--- config.mk ---
export PLATFORM = sky130hd
export DESIGN_NAME = key_event_arbiter
export DESIGN_NICKNAME = d
export VERILOG_FILES = /design/src/rtl/key_event_arbiter.sv
export SDC_FILE = /design/constraint.sdc
export NUM_CORES = 1
export LEC_CHECK = 0
export ABC_AREA = 1
export CORE_AREA = 10 10 85 105
export CTS_CLUSTER_DIAMETER = 30
export DETAILED_ROUTE_END_ITERATION = 7
export DIE_AREA = 0 0 95 115
export GPL_TIMING_DRIVEN = 0
export SLEW_MARGIN = 20
export SYNTH_ARGS = -nofsm -noshare
export SYNTH_HDL_FRONTEND = slang
export SYNTH_SLANG_ARGS = --single-unit
--- constraint.sdc ---
create_clock -name clock_i -period 2.8 [get_ports clock_i]
set_clock_uncertainty 0.1 [all_clocks]
set_input_delay 0.42 -clock clock_i [delete_from_list [all_inputs] [get_ports clock_i]]
set_output_delay 0.42 -clock clock_i [all_outputs]
set_load 0.05 [all_outputs]
--- src/rtl/key_event_arbiter.sv ---
// key_event_arbiter
//   Front end for the push-button inputs. Each raw key level goes through a
//   synchronizer chain, then a debouncer. Each debounced press becomes a
//   sticky pending request. A round-robin arbiter serializes the pending
//   requests into one valid/ready event stream.
//
//   Optional build macro: KEY_AUTOREPEAT_EN
//     When defined, a key that stays debounced-high raises a repeat press
//     every REPEAT_CYCLES cycles.
//     When undefined, each debounced press produces exactly one event.
//
// Ports
//   clock_i      system clock; all logic runs on posedge
//   reset_i      synchronous reset, active low
//   key_raw_i    asynchronous key levels, 1 = pressed
//   evt_valid_o  event offered to the consumer
//   evt_ready_i  consumer accepts the event
//   evt_key_o    index of the offered key; stable while evt_valid_o = 1
//   pending_o    per-key outstanding press flags
//   overflow_o   one-cycle pulse when a press is dropped because that key
//                already had a request pending
//
// Arbiter states
//   IDLE  | no event offered; pick the next pending key, scanning from rr_ptr
//   OFFER | evt_valid_o held high until the consumer accepts

module key_event_arbiter #(
  parameter int NUM_KEYS        = 4,
  parameter int SYNC_STAGES     = 2,
  parameter int DEBOUNCE_CYCLES = 4,
  parameter int REPEAT_CYCLES   = 8
) (
  input  logic                        clock_i,
  input  logic                        reset_i,
  input  logic [NUM_KEYS-1:0]         key_raw_i,
  output logic                        evt_valid_o,
  input  logic                        evt_ready_i,
  output logic [$clog2(NUM_KEYS)-1:0] evt_key_o,
  output logic [NUM_KEYS-1:0]         pending_o,
  output logic                        overflow_o
);

  localparam int KW    = $clog2(NUM_KEYS);
  localparam int CNT_W = $clog2(DEBOUNCE_CYCLES + 1);
  localparam logic [CNT_W-1:0] CNT_MAX  = CNT_W'(DEBOUNCE_CYCLES - 1);
  localparam logic [KW-1:0]    KEY_LAST = KW'(NUM_KEYS - 1);

  typedef enum logic {IDLE, OFFER} state_e;

  logic [NUM_KEYS-1:0][SYNC_STAGES-1:0] sync_q;
  logic [NUM_KEYS-1:0]                  sync_out;
  logic [NUM_KEYS-1:0]                  stable_q, stable_d, rise;
  logic [NUM_KEYS-1:0][CNT_W-1:0]       cnt_q, cnt_d;
  logic [NUM_KEYS-1:0]                  press, hs, drop;
  logic [NUM_KEYS-1:0]                  pending_q, pending_d;
  logic                                 overflow_q;

  state_e          state_q;
  logic            evt_valid_q;
  logic [KW-1:0]   evt_key_q, rr_ptr_q, rr_next;
  logic            sel_found;
  logic [KW-1:0]   sel_idx;
  int              sel_scan;

  always_comb begin
    sync_out = '0;
    for (int k = 0; k < NUM_KEYS; k++) sync_out[k] = sync_q[k][SYNC_STAGES-1];
  end

  // The level is accepted in the same cycle the counter reaches its
  // terminal value, so rise is combinational and pending sets on that edge.
  always_comb begin
    stable_d = stable_q;
    cnt_d    = cnt_q;
    rise     = '0;
    for (int k = 0; k < NUM_KEYS; k++) begin
      if (sync_out[k] == stable_q[k]) begin
        cnt_d[k] = '0;
      end else if (cnt_q[k] == CNT_MAX) begin
        stable_d[k] = sync_out[k];
        cnt_d[k]    = '0;
        rise[k]     = sync_out[k];
      end else begin
        cnt_d[k] = cnt_q[k] + 1'b1;
      end
    end
  end

`ifdef KEY_AUTOREPEAT_EN
  localparam int REP_W = $clog2(REPEAT_CYCLES + 1);
  localparam logic [REP_W-1:0] REP_MAX = REP_W'(REPEAT_CYCLES - 1);

  logic [NUM_KEYS-1:0][REP_W-1:0] rep_q, rep_d;
  logic [NUM_KEYS-1:0]            rep_fire;

  // rep is already zero on the press edge, since it is held clear while
  // the debounced level is low.
  always_comb begin
    rep_d    = rep_q;
    rep_fire = '0;
    for (int k = 0; k < NUM_KEYS; k++) begin
      if (!stable_q[k]) begin
        rep_d[k] = '0;
      end else if (rep_q[k] == REP_MAX) begin
        rep_d[k]    = '0;
        rep_fire[k] = 1'b1;
      end else begin
        rep_d[k] = rep_q[k] + 1'b1;
      end
    end
  end

  always_ff @(posedge clock_i) begin
    if (!reset_i) rep_q <= '0;
    else          rep_q <= rep_d;
  end

  assign press = rise | rep_fire;
`else
  assign press = rise;
`endif

  // A press that lands on the accepting handshake of the same key is kept
  // as a fresh request instead of being counted as an overflow.
  always_comb begin
    pending_d = pending_q;
    hs        = '0;
    drop      = '0;
    for (int k = 0; k < NUM_KEYS; k++) begin
      hs[k] = evt_valid_q && evt_ready_i && (evt_key_q == KW'(k));
      if (press[k]) begin
        drop[k]      = pending_q[k] && !hs[k];
        pending_d[k] = 1'b1;
      end else if (hs[k]) begin
        pending_d[k] = 1'b0;
      end
    end
  end

  always_ff @(posedge clock_i) begin
    if (!reset_i) begin
      sync_q     <= '0;
      stable_q   <= '0;
      cnt_q      <= '0;
      pending_q  <= '0;
      overflow_q <= 1'b0;
    end else begin
      for (int k = 0; k < NUM_KEYS; k++)
        sync_q[k] <= {sync_q[k][SYNC_STAGES-2:0], key_raw_i[k]};
      stable_q   <= stable_d;
      cnt_q      <= cnt_d;
      pending_q  <= pending_d;
      overflow_q <= |drop;
    end
  end

  // Scan from rr_ptr upward with wrap; NUM_KEYS need not be a power of 2.
  always_comb begin
    sel_found = 1'b0;
    sel_idx   = '0;
    sel_scan  = 0;
    for (int off = 0; off < NUM_KEYS; off++) begin
      sel_scan = int'(rr_ptr_q) + off;
      if (sel_scan >= NUM_KEYS) sel_scan = sel_scan - NUM_KEYS;
      if (!sel_found && pending_q[KW'(sel_scan)]) begin
        sel_found = 1'b1;
        sel_idx   = KW'(sel_scan);
      end
    end
  end

  assign rr_next = (evt_key_q == KEY_LAST) ? '0 : evt_key_q + 1'b1;

  always_ff @(posedge clock_i) begin
    if (!reset_i) begin
      state_q     <= IDLE;
      evt_valid_q <= 1'b0;
      evt_key_q   <= '0;
      rr_ptr_q    <= '0;
    end else begin
      case (state_q)
        IDLE: begin
          if (sel_found) begin
            evt_key_q   <= sel_idx;
            evt_valid_q <= 1'b1;
            state_q     <= OFFER;
          end
        end
        OFFER: begin
          if (evt_ready_i) begin
            evt_valid_q <= 1'b0;
            rr_ptr_q    <= rr_next;
            state_q     <= IDLE;
          end
        end
        default: state_q <= IDLE;
      endcase
    end
  end

  assign evt_valid_o = evt_valid_q;
  assign evt_key_o   = evt_key_q;
  assign pending_o   = pending_q;
  assign overflow_o  = overflow_q;

endmodule

; ---- Word level (Yosys, flattened, before mapping)
; Index checks and enable logic that the tools add are counted.
[op_classes]
mux = 51
bitwise_logic = 6
eq_ne = 13
reduce_logical = 36
add_sub_neg = 12
n_lt_le_gt_ge = 8
[ops]
columns = operator, n
row1 = $mux W1, 36
row2 = $mux W2, 9
row3 = $lt A2 B4 Y1 const B, 4
row4 = $reduce_and A2 Y1, 7
row5 = $add A3 B1 Y3 const B, 4
row6 = $eq A3 B2 Y1 const B, 4
row7 = $logic_and A1 B1 Y1, 12
row8 = $reduce_or A3 Y1, 4
row9 = $ge A3 B3 Y1 const B, 3
row10 = $bmux W1 S2, 4
row11 = $reduce_bool A2 Y1, 4
row12 = $sub A2 B1 Y2 const B, 4
row13 = $logic_not A1 Y1, 7
row14 = $add A2 B2 Y3 const B, 2
row15 = $not A1 Y1, 6
row16 = $eq A1 B1 Y1, 4
row17 = $eq A2 B2 Y1 const B, 2
row18 = $ne A2 B2 Y1 const B, 2
row19 = $pmux W1 S2, 2
row20 = $reduce_or A4 Y1, 1
row21 = $add A2 B1 Y3 const B, 1
row22 = $ge A2 B3 Y1 const B, 1
row23 = $add A2 B1 Y2 const B, 1
row24 = $eq A2 B1 Y1 const B, 1
row25 = $logic_not A2 Y1, 1
[totals]
output_inout_bits = 8
ff_bits = 35

; ---- Depth between registers and ports, before layout
; Gate-level depths: netlist (run 1).
[depth]
ltp_word = 17
ltp_mapped = 11

; ---- Worst setup path after synthesis (run 1)
; OpenSTA, ideal clock, no wires.
[synth_timing]
kind = reg2reg
from = register pending_q[3], in the netlist pending_o[3]
to = register evt_key_q[0], in the netlist evt_key_o[0]
setup_time_ns = 0.114
period_less_slack_ns = 1.660
stages_incl_launch_ff = 10
setup_slack_ns = 1.140
arrival_ns = 1.446
path_buffers = 0
required_ns = 2.586
path_cell_list = dfxtp_1 > inv_1 > nand2_1 > nand2_1 > o21ai_4 > inv_2 > nand3_2 > nand2_4 > a21oi_1 > nor2_2
[synth_via]
elab_chain_cells = 14
word_cells_on_any_way = 27
classes_between = mux (20) / reduce/logical (7)
[synth_lines]
columns = item, line_no
row1 = from (decl), 55  ; logic [NUM_KEYS-1:0] pending_q, pending_d;
row2 = from (signal assigned), 152  ; pending_q <= pending_d;
row3 = $bmux W1 S2, 165  ; if (!sel_found && pending_q[KW'(sel_scan)]) begin
row4 = $mux W1 (not written as such) (2 in a row), 165
row5 = $mux W1, 165
row6 = $logic_not A1 Y1, 165
row7 = $logic_and A1 B1 Y1, 165
row8 = $mux W1, 165
row9 = $logic_not A1 Y1, 165
row10 = $logic_and A1 B1 Y1, 165
row11 = $mux W1, 165
row12 = $logic_not A1 Y1, 165
row13 = $logic_and A1 B1 Y1, 165
row14 = $mux W1, 165
row15 = $reduce_and A2 Y1 (no source line), -
row16 = to (signal assigned), 184  ; evt_key_q <= sel_idx;
row17 = to (decl), 60  ; logic [KW-1:0] evt_key_q, rr_ptr_q, rr_next;
; Several ways; a longest one is shown, not always the timed one. The select of a mux whose other input is x is not followed.
; A chain may end at the register's enable or synchronous reset.

; ---- Worst setup path after layout (run 1)
[layout_timing]
from = register evt_valid_q, in the netlist evt_valid_o
to = output evt_valid_o
[layout_lines]
columns = item, line_no
row1 = from (decl), 59  ; logic evt_valid_q;
row2 = from (signal assigned), 177  ; evt_valid_q <= 1'b0;
row3 = from (signal assigned), 185  ; evt_valid_q <= 1'b1;
row4 = from (signal assigned), 191  ; evt_valid_q <= 1'b0;
row5 = to (decl), 36  ; output logic evt_valid_o,
; No word-level cell between the ends.

==> results of run 1 <==
[state kept, by name (all words and copies together), names as in the netlist]
register and count:
cnt_q 12, pending_o 4, stable_q 4, sync_out 4, sync_q 4, evt_key_o 2
rr_ptr_q 2, evt_valid_o 1, overflow_o 1, state_q 1
[cell type report]
cell class / instances / share of cell area [%]
clock inverters: 2 / 1.73
repair buffers: 13 / 6.42
clock buffers: 6 / 4.08
flip-flops and latches: 35 / 34.6
plain buffers: 3 / 1.11
inverters: 41 / 7.60
multi-input cells: 142 / 38.9
well taps: 90 / 5.56
[layer usage]
layer,GRT usage [%],share of wire [%],routed length [µm],vias to the layer above
li1,-,-,-,724
met1,6.59,46,1400,588
met2,9.63,47,1410,18
met3,2.28,4.6,139,6
met4,3.00,2.2,65,0
met5,0,0,0,-
[power groups by stage]
| stage | combinational [W] | sequential (W) | clock, W |
|---|---|---|---|
| final | 0.000382 | 0.000576 | 0.000462 |
| after floorplan | 0.000223 | 0.000650 | 0 |
| after global routing | 0.000432 | 0.000584 | 0.000500 |
| after global placement | 0.000382 | 0.000588 | 0 |
| after CTS | 0.000388 | 0.000577 | 0.000478 |
| after detailed placement | 0.000386 | 0.000589 | 0 |
[cell usage in the layout (no fill, tap or decap), types with 2 or more instances in the layout]
| master | instances |
|---|---|
| xor2_1 | 2 |
| dfxtp_1 | 35 |
| a21oi_1 | 10 |
| nor2_1 | 20 |
| nand2_2 | 5 |
| nand2_4 | 3 |
| nor3_1 | 3 |
| ha_1 | 12 |
| nand3_1 | 12 |
| nand2_1 | 56 |
| inv_1 | 38 |
| inv_2 | 3 |
| nand3_2 | 2 |
| nand3b_1 | 2 |
| o21a_1 | 2 |
| nand4_1 | 3 |
| o21ai_0 | 4 |
| clkbuf_8 | 6 |
| clkdlybuf4s50_1 | 13 |
[worst paths after layout]
path	to	depth (start not counted)	slack, ps
max	evt_valid_o	1	730
min	sync_out[2]	2	310
max reg2reg	evt_key_o[1]	11	1260
min reg2reg	sync_out[2]	2	310
[logic make-up after synthesis]
family,synth area share [%]
simple gates,29.8
compound gates,7.44
buf+inv,10.6
flops,42.1
fa+ha+maj,9.02
xor+xnor,1.05
[metrics by stage]
step           total power [W]  hold slack [ps]
2_1_floorplan         0.000873              290
3_3_place_gp          0.000969              297
3_5_place_dp          0.000975              300
4_1_cts                0.00144              317
5_1_grt                0.00152              337
6_report               0.00142              314
==> summary.log, run 1 <==
INFO  outcome        run_status=finished, final reports clean
INFO  critical_path  timing.critical_path.from=evt_valid_o
INFO  clock_tree     tritoncts_clock_tree=yes
INFO  timing         final-max-slew-violation-count=0
INFO  min_path       timing.hold.worst.start=sync_q[4]
INFO  clock_tree     tritoncts_num_sinks=35
INFO  placed_design  dp_cells=324
INFO  routing        antenna_left=0
INFO  critical_path  end_kind=output pin
INFO  global_route   gr-usage-all-layers=5.93%
INFO  yosys          synth.top_cells.by_area=dfxtp_1 (42%), nand2_1 (13%), ha_1 (9.0%)
INFO  critical_path  worst_path_max_delay_cell=clkdlybuf4s50_1
INFO  power_and_ir_drop power-per-cell-area=701nW/µm²
INFO  cells_and_area post_layout_nonfiller_instances=332
INFO  yosys          synth.largest_area_cell=dfxtp_1
INFO  floorplan      placeableCoreArea=6890µm²
INFO  global_route   grt_max_degree=12
INFO  floorplan      die_area=10,900µm²
INFO  routing        routed-via-count=1,336
INFO  clock_tree     hold_buffers=0
INFO  clock_tree     clockBufferDepth=2
INFO  clock_tree     post_cts.repair.setup_buffers=0
INFO  power_and_ir_drop switch_share=32.6%
INFO  power_and_ir_drop p_sw=0.000462W
INFO  power_and_ir_drop p_seq_share=40.6%
INFO  clock_tree     clockRootBuffer=clkbuf_8
INFO  yosys          synth_edf_count=0
INFO  timing         timing.final.setup_violations=0
INFO  cells_and_area finish.net_count=260
INFO  floorplan      rows=34
INFO  clock_tree     worst_skew_pair.late_latency=290ps
INFO  clock_tree     path_clk_slew=70ps
INFO  yosys          async_flop_share=0%
INFO  power_and_ir_drop p_leak=0.934nW
INFO  global_route   grt_pass1_vias=1,241
INFO  cells_and_area fillCellCount=759
INFO  critical_path  rr_startpoint=rr_ptr_q[1]
INFO  timing         hold_violations=0
INFO  routing        drcViolationCount=0
INFO  cells_and_area multi_input_area=788µm²
INFO  cells_and_area layout-area-overhead-vs-synth=21.6%
INFO  clock_tree     cts_inserted_buffers=5
INFO  placed_design  port_buf_inserts=13
INFO  clock_tree     cts_max_level=2
INFO  power_and_ir_drop max-vdd-ir-drop=0.325mV
INFO  critical_path  cp.arrival=1550ps
INFO  power_and_ir_drop clockPowerShare=32.5%
INFO  cells_and_area diodes=0
INFO  timing         layout_setup_ws=729ps
INFO  critical_path  cpLargestDelayFamily=buffers and inverters
INFO  yosys          postSynthCellCount=221
INFO  placed_design  hpwlAfterDp=2380µm
INFO  yosys          ys_warn_count=0
INFO  timing         totalNegativeSetupSlack=0ps
INFO  yosys          syn_nets=240
INFO  routing        via_per_inst=4.02
INFO  global_route   initial_antenna_violation_count=0
INFO  yosys          synth.avg_cell_area=7.54µm²
INFO  cells_and_area finalCoreUtilization=29.4%
INFO  critical_path  cp_cell_sequence=clkdlybuf4s50_1
INFO  yosys          seq_area_frac_synth=42.1%
INFO  power_and_ir_drop pwr-share-comb=26.9%
INFO  critical_path  worstSetupPathType=reg -> out
INFO  placed_design  placed_cell_area=1910µm²
INFO  floorplan      die_h=115µm
INFO  critical_path  critPathMaxFanout=6
INFO  placed_design  gp_congestion=0.786
INFO  floorplan      num_ports=15
INFO  yosys          netlist_top_cells_count=nand2_1 (56), inv_1 (38), dfxtp_1 (35)
INFO  timing         fmaxAchievable=0.483GHz
INFO  cells_and_area stdcell_area=2030µm²
INFO  routing        wire_per_inst=9.06µm
INFO  yosys          post-synth-top-area-fraction=42.1%
INFO  yosys          post-synth-top-count-cell=nand2_1
INFO  yosys          ys_dominant_reg_cell=dfxtp_1
INFO  min_path       hold_class=reg -> reg
INFO  floorplan      chipWidth=95µm
INFO  placed_design  place_ws=1030ps
INFO  timing         post-route-period-util=74.0%
INFO  timing         period_needed=2070ps
INFO  power_and_ir_drop internal-power=0.000958W
INFO  routing        first_iter_violations=53
INFO  yosys          post_synth_instance_area=1670µm²
INFO  timing         tightestPinTransition=514ps
INFO  critical_path  timing.critical_path.buf_inv=1
INFO  floorplan      starting_density_of_the_core=24.2%
INFO  critical_path  launching_element_type_of_the_critical_path=flip-flop
INFO  routing        detailedRoute.firstPassIterationCount=4
INFO  flow_run       max_cap_viol_count=0
INFO  routing        wl=3010µm
INFO  global_route   grt_overflow=0
INFO  cells_and_area drive_above_1_share=10.7%
INFO  timing         rsz0062_at_grt=no
INFO  clock_tree     cts.repair.resized=0
INFO  critical_path  critical_path.max_stage_delay=840ps
INFO  critical_path  worst-endpoint-required=2280ps
INFO  global_route   grt_first_pass_wirelength=5220µm
INFO  timing         max_slew_margin=65.6%
INFO  yosys          ys_ff_latch=35
INFO  cells_and_area register_area=701µm²
INFO  yosys          post_synth_num_cell_types=26
Note: power is estimated with default switching activity, not from simulation.
==> run 2, diff against run 1 <==
==> constraint.sdc (replaced) <==
create_clock -name clock_i -period 2 [get_ports clock_i]
set_clock_uncertainty 0.1 [all_clocks]
set_input_delay 0.3 -clock clock_i [delete_from_list [all_inputs] [get_ports clock_i]]
set_output_delay 0.3 -clock clock_i [all_outputs]
set_load 0.05 [all_outputs]
==> run 2 against run 1 <==
Effect of this change: critical path depth unchanged; sequential share of layout area decreased by 0.085 points; sequential cell count unchanged; final area increased by 0.25%; sequential power increased by 40%; power increased by 40%; die area unchanged; non-clock buffer count unchanged; clock-buffer cell count unchanged; highest routed layer unchanged.
==> summary.log, run 2 (synthesis gave the netlist of run 1 again) <==
INFO  min_path       timing.hold.worst_endpoint=evt_key_o[1]
INFO  cells_and_area layout-area-overhead-vs-synth=21.9%
INFO  power_and_ir_drop clockPowerShare=32.6% [about the same]
INFO  power_and_ir_drop p_seq_share=40.6% [about the same]
INFO  critical_path  critPathMaxFanout=4 [-2]
INFO  timing         finalHoldWorstSlack=209ps [-106 ps]
INFO  routing        wl=3010µm [about the same]
INFO  power_and_ir_drop power-per-cell-area=978nW/µm² [+39%]
INFO  timing         hold_violations=0 [unchanged]
INFO  critical_path  worstSetupPathDepth=1 [unchanged]
INFO  timing         post-route-period-util=96.1%
INFO  floorplan      num_ports=15 [unchanged]
INFO  critical_path  cpLargestDelayFamily=buffers and inverters
INFO  global_route   initial_antenna_violation_count=0 [unchanged]
INFO  floorplan      die_area=10,900µm² [unchanged]
INFO  cells_and_area final_common_cell=nand2_1
INFO  critical_path  cp.arrival=1520ps [-30 ps]
INFO  placed_design  port_buf_inserts=13 [unchanged]
INFO  cells_and_area most-common-layout-cells=nand2_1 (56), inv_1 (38), dfxtp_1 (35)
INFO  clock_tree     cts_inserted_buffers=5 [unchanged]
INFO  clock_tree     cts_max_level=2 [unchanged]
INFO  timing         timing.final.setup_violations=0 [unchanged]
INFO  timing         rsz0062_at_grt=no
INFO  power_and_ir_drop p_sw=0.000647W [+40%]
INFO  global_route   gr-usage-all-layers=5.93% [unchanged]
INFO  global_route   grt_first_pass_wirelength=5220µm [unchanged]
INFO  floorplan      chipWidth=95µm [unchanged]
INFO  cells_and_area max_flop_register=cnt_q
INFO  global_route   grt_busiest_layer=met2
INFO  cells_and_area number_of_flip_flops_in_the_largest_register=12 [unchanged]
INFO  global_route   global_routing_met3_resource_utilization=2.28% [unchanged]
INFO  critical_path  rr_startpoint=rr_ptr_q[1]
INFO  timing         fmaxAchievable=0.520GHz
INFO  global_route   grt_overflow=0 [unchanged]
INFO  global_route   grt_max_degree=12 [unchanged]
INFO  timing         totalNegativeSetupSlack=0ps [unchanged]
INFO  floorplan      placeableCoreArea=6890µm² [unchanged]
INFO  routing        drcViolationCount=0 [unchanged]
INFO  routing        routed-via-count=1,336 [unchanged]
INFO  routing        via_per_inst=4.02 [unchanged]
INFO  power_and_ir_drop internal-power=0.00134W [+40%]
INFO  floorplan      die_h=115µm [unchanged]
INFO  critical_path  worst-endpoint-required=1600ps [-680 ps]
INFO  critical_path  ff2ff_path_depth=11 [unchanged]
INFO  critical_path  reg2reg_setup_slack=460ps [-800 ps]
INFO  power_and_ir_drop pwr-share-comb=26.9% [about the same]
INFO  timing         tightestPinTransition=514ps [unchanged]
INFO  cells_and_area fillCellCount=759 [unchanged]
INFO  power_and_ir_drop p_leak=0.968nW [+3.7%]
INFO  cells_and_area post_layout_nonfiller_instances=332 [unchanged]
INFO  critical_path  critical_path.max_stage_delay=830ps [about the same]
INFO  global_route   grt_pass1_vias=1,241 [unchanged]
INFO  critical_path  cp_cell_sequence=clkdlybuf4s50_1
INFO  critical_path  launching_element_type_of_the_critical_path=flip-flop
INFO  clock_tree     hold_buffers=0 [unchanged]
INFO  cells_and_area finish.net_count=260 [unchanged]
INFO  clock_tree     path_clk_slew=70ps [about the same]
INFO  cells_and_area drive_above_1_share=10.7% [unchanged]
INFO  floorplan      starting_density_of_the_core=24.2% [unchanged]
INFO  outcome        run_status=finished, final reports clean
INFO  placed_design  dp_cells=324 [unchanged]
INFO  timing         period_needed=1920ps
INFO  clock_tree     clockRootBuffer=clkbuf_8
INFO  flow_run       max_cap_viol_count=0 [unchanged]
INFO  timing         max_slew_margin=65.6% [unchanged]
INFO  cells_and_area diodes=0 [unchanged]
INFO  min_path       hold_class=in -> reg
INFO  critical_path  worstReg2RegEnd=evt_key_o[1]
INFO  routing        antenna_left=0 [unchanged]
INFO  clock_tree     worst_skew_pair.late_latency=290ps [about the same]
INFO  clock_tree     clockBufferDepth=2 [unchanged]
INFO  routing        first_iter_violations=53 [unchanged]
INFO  placed_design  gp_congestion=0.786 [unchanged]
INFO  placed_design  hpwlAfterDp=2380µm [unchanged]
INFO  critical_path  worst_path_max_delay_cell=clkdlybuf4s50_1
INFO  global_route   grtUsageMet2=9.63% [unchanged]
INFO  min_path       hold_depth=3 [+1]
INFO  global_route   groute.layer.met1.usage=6.59% [unchanged]
INFO  power_and_ir_drop max-vdd-ir-drop=0.456mV [+40%]
INFO  critical_path  end_kind=output pin
INFO  power_and_ir_drop switch_share=32.6% [about the same]
INFO  floorplan      rows=34 [unchanged]
INFO  timing         final-max-slew-violation-count=0 [unchanged]
INFO  routing        detailedRoute.firstPassIterationCount=4 [unchanged]
INFO  clock_tree     tritoncts_clock_tree=yes
INFO  min_path       timing.hold.worst.start=reset_i
INFO  clock_tree     tritoncts_num_sinks=35 [unchanged]
INFO  critical_path  worstSetupPathType=reg -> out
INFO  routing        wire_per_inst=9.07µm [about the same]
INFO  critical_path  timing.critical_path.buf_inv=1 [unchanged]
-- run 2: cell count changes in the layout (fill, tap and decap cells not counted), sizes merged --
| cell | delta |
|---|---|
| dlymetal6s2s | +2 |
| clkdlybuf4s50 | -2 |
-- run 2: through the flow --
stage,setup WS [ps],power (W),area [µm²],util [%]
6_report,77.1,0.00199,2030,29.5
2_1_floorplan,340,0.00122,1670,-
4_1_cts,22.6,0.00202,2030,29.4
3_3_place_gp,351,0.00136,1910,27.7
3_5_place_dp,347,0.00136,1910,27.7
5_1_grt,5.14,0.00212,2030,29.5
-- run 2: area by class of cell --
class | count | area, µm² | area share [%]
Timing Repair Buffer | 13 | 135 | 6.65
Clock buffer | 6 | 82.6 | 4.07
Multi-Input combinational cell | 142 | 788 | 38.8
Inverter | 41 | 154 | 7.58
Tap cell | 90 | 113 | 5.55
Buffer | 3 | 22.5 | 1.11
Clock inverter | 2 | 35.0 | 1.73
Sequential cell | 35 | 701 | 34.5
-- run 2: worst register-to-register path: cells and delay by family, from the launching register on --
family | cells | cell delay [ps]
flip-flops | 1 | 430
buffers and inverters | 1 | 110
AND/OR/NAND/NOR | 10 | 780
-- run 2: worst max-delay path by stage --
stage                  from           end  slack [ps]
2_1_floorplan  pending_o[3]  evt_key_o[0]         340
3_3_place_gp    evt_valid_o   evt_valid_o         350
3_5_place_dp    evt_valid_o   evt_valid_o         350
4_1_cts         evt_valid_o   evt_valid_o          20
5_1_grt        pending_o[3]  pending_o[3]           5
6_report       pending_o[2]  pending_o[2]          80
-- run 2: power groups by stage --
| stage | registers (W) | clock network [W] | logic [W] |
|---|---|---|---|
| after floorplan | 0.000909 | 0 | 0.000312 |
| after global placement | 0.000823 | 0 | 0.000534 |
| after detailed placement | 0.000824 | 0 | 0.000540 |
| after CTS | 0.000808 | 0.000669 | 0.000543 |
| after global routing | 0.000816 | 0.000701 | 0.000604 |
| final | 0.000806 | 0.000647 | 0.000534 |
-- run 2: metal layers --
| metal | wire, µm | part of all wire, % |
|---|---|---|
| met1 | 1400 | 46 |
| met2 | 1410 | 47 |
| met3 | 139 | 4.6 |
| met4 | 65 | 2.2 |
| met5 | 0 | 0 |
-- run 2: repair_timing --
action,CTS,global route
gates resized for setup,0,2
setup endpoints to repair,0,2
setup buffers,0,0
hold endpoints to repair,0,0
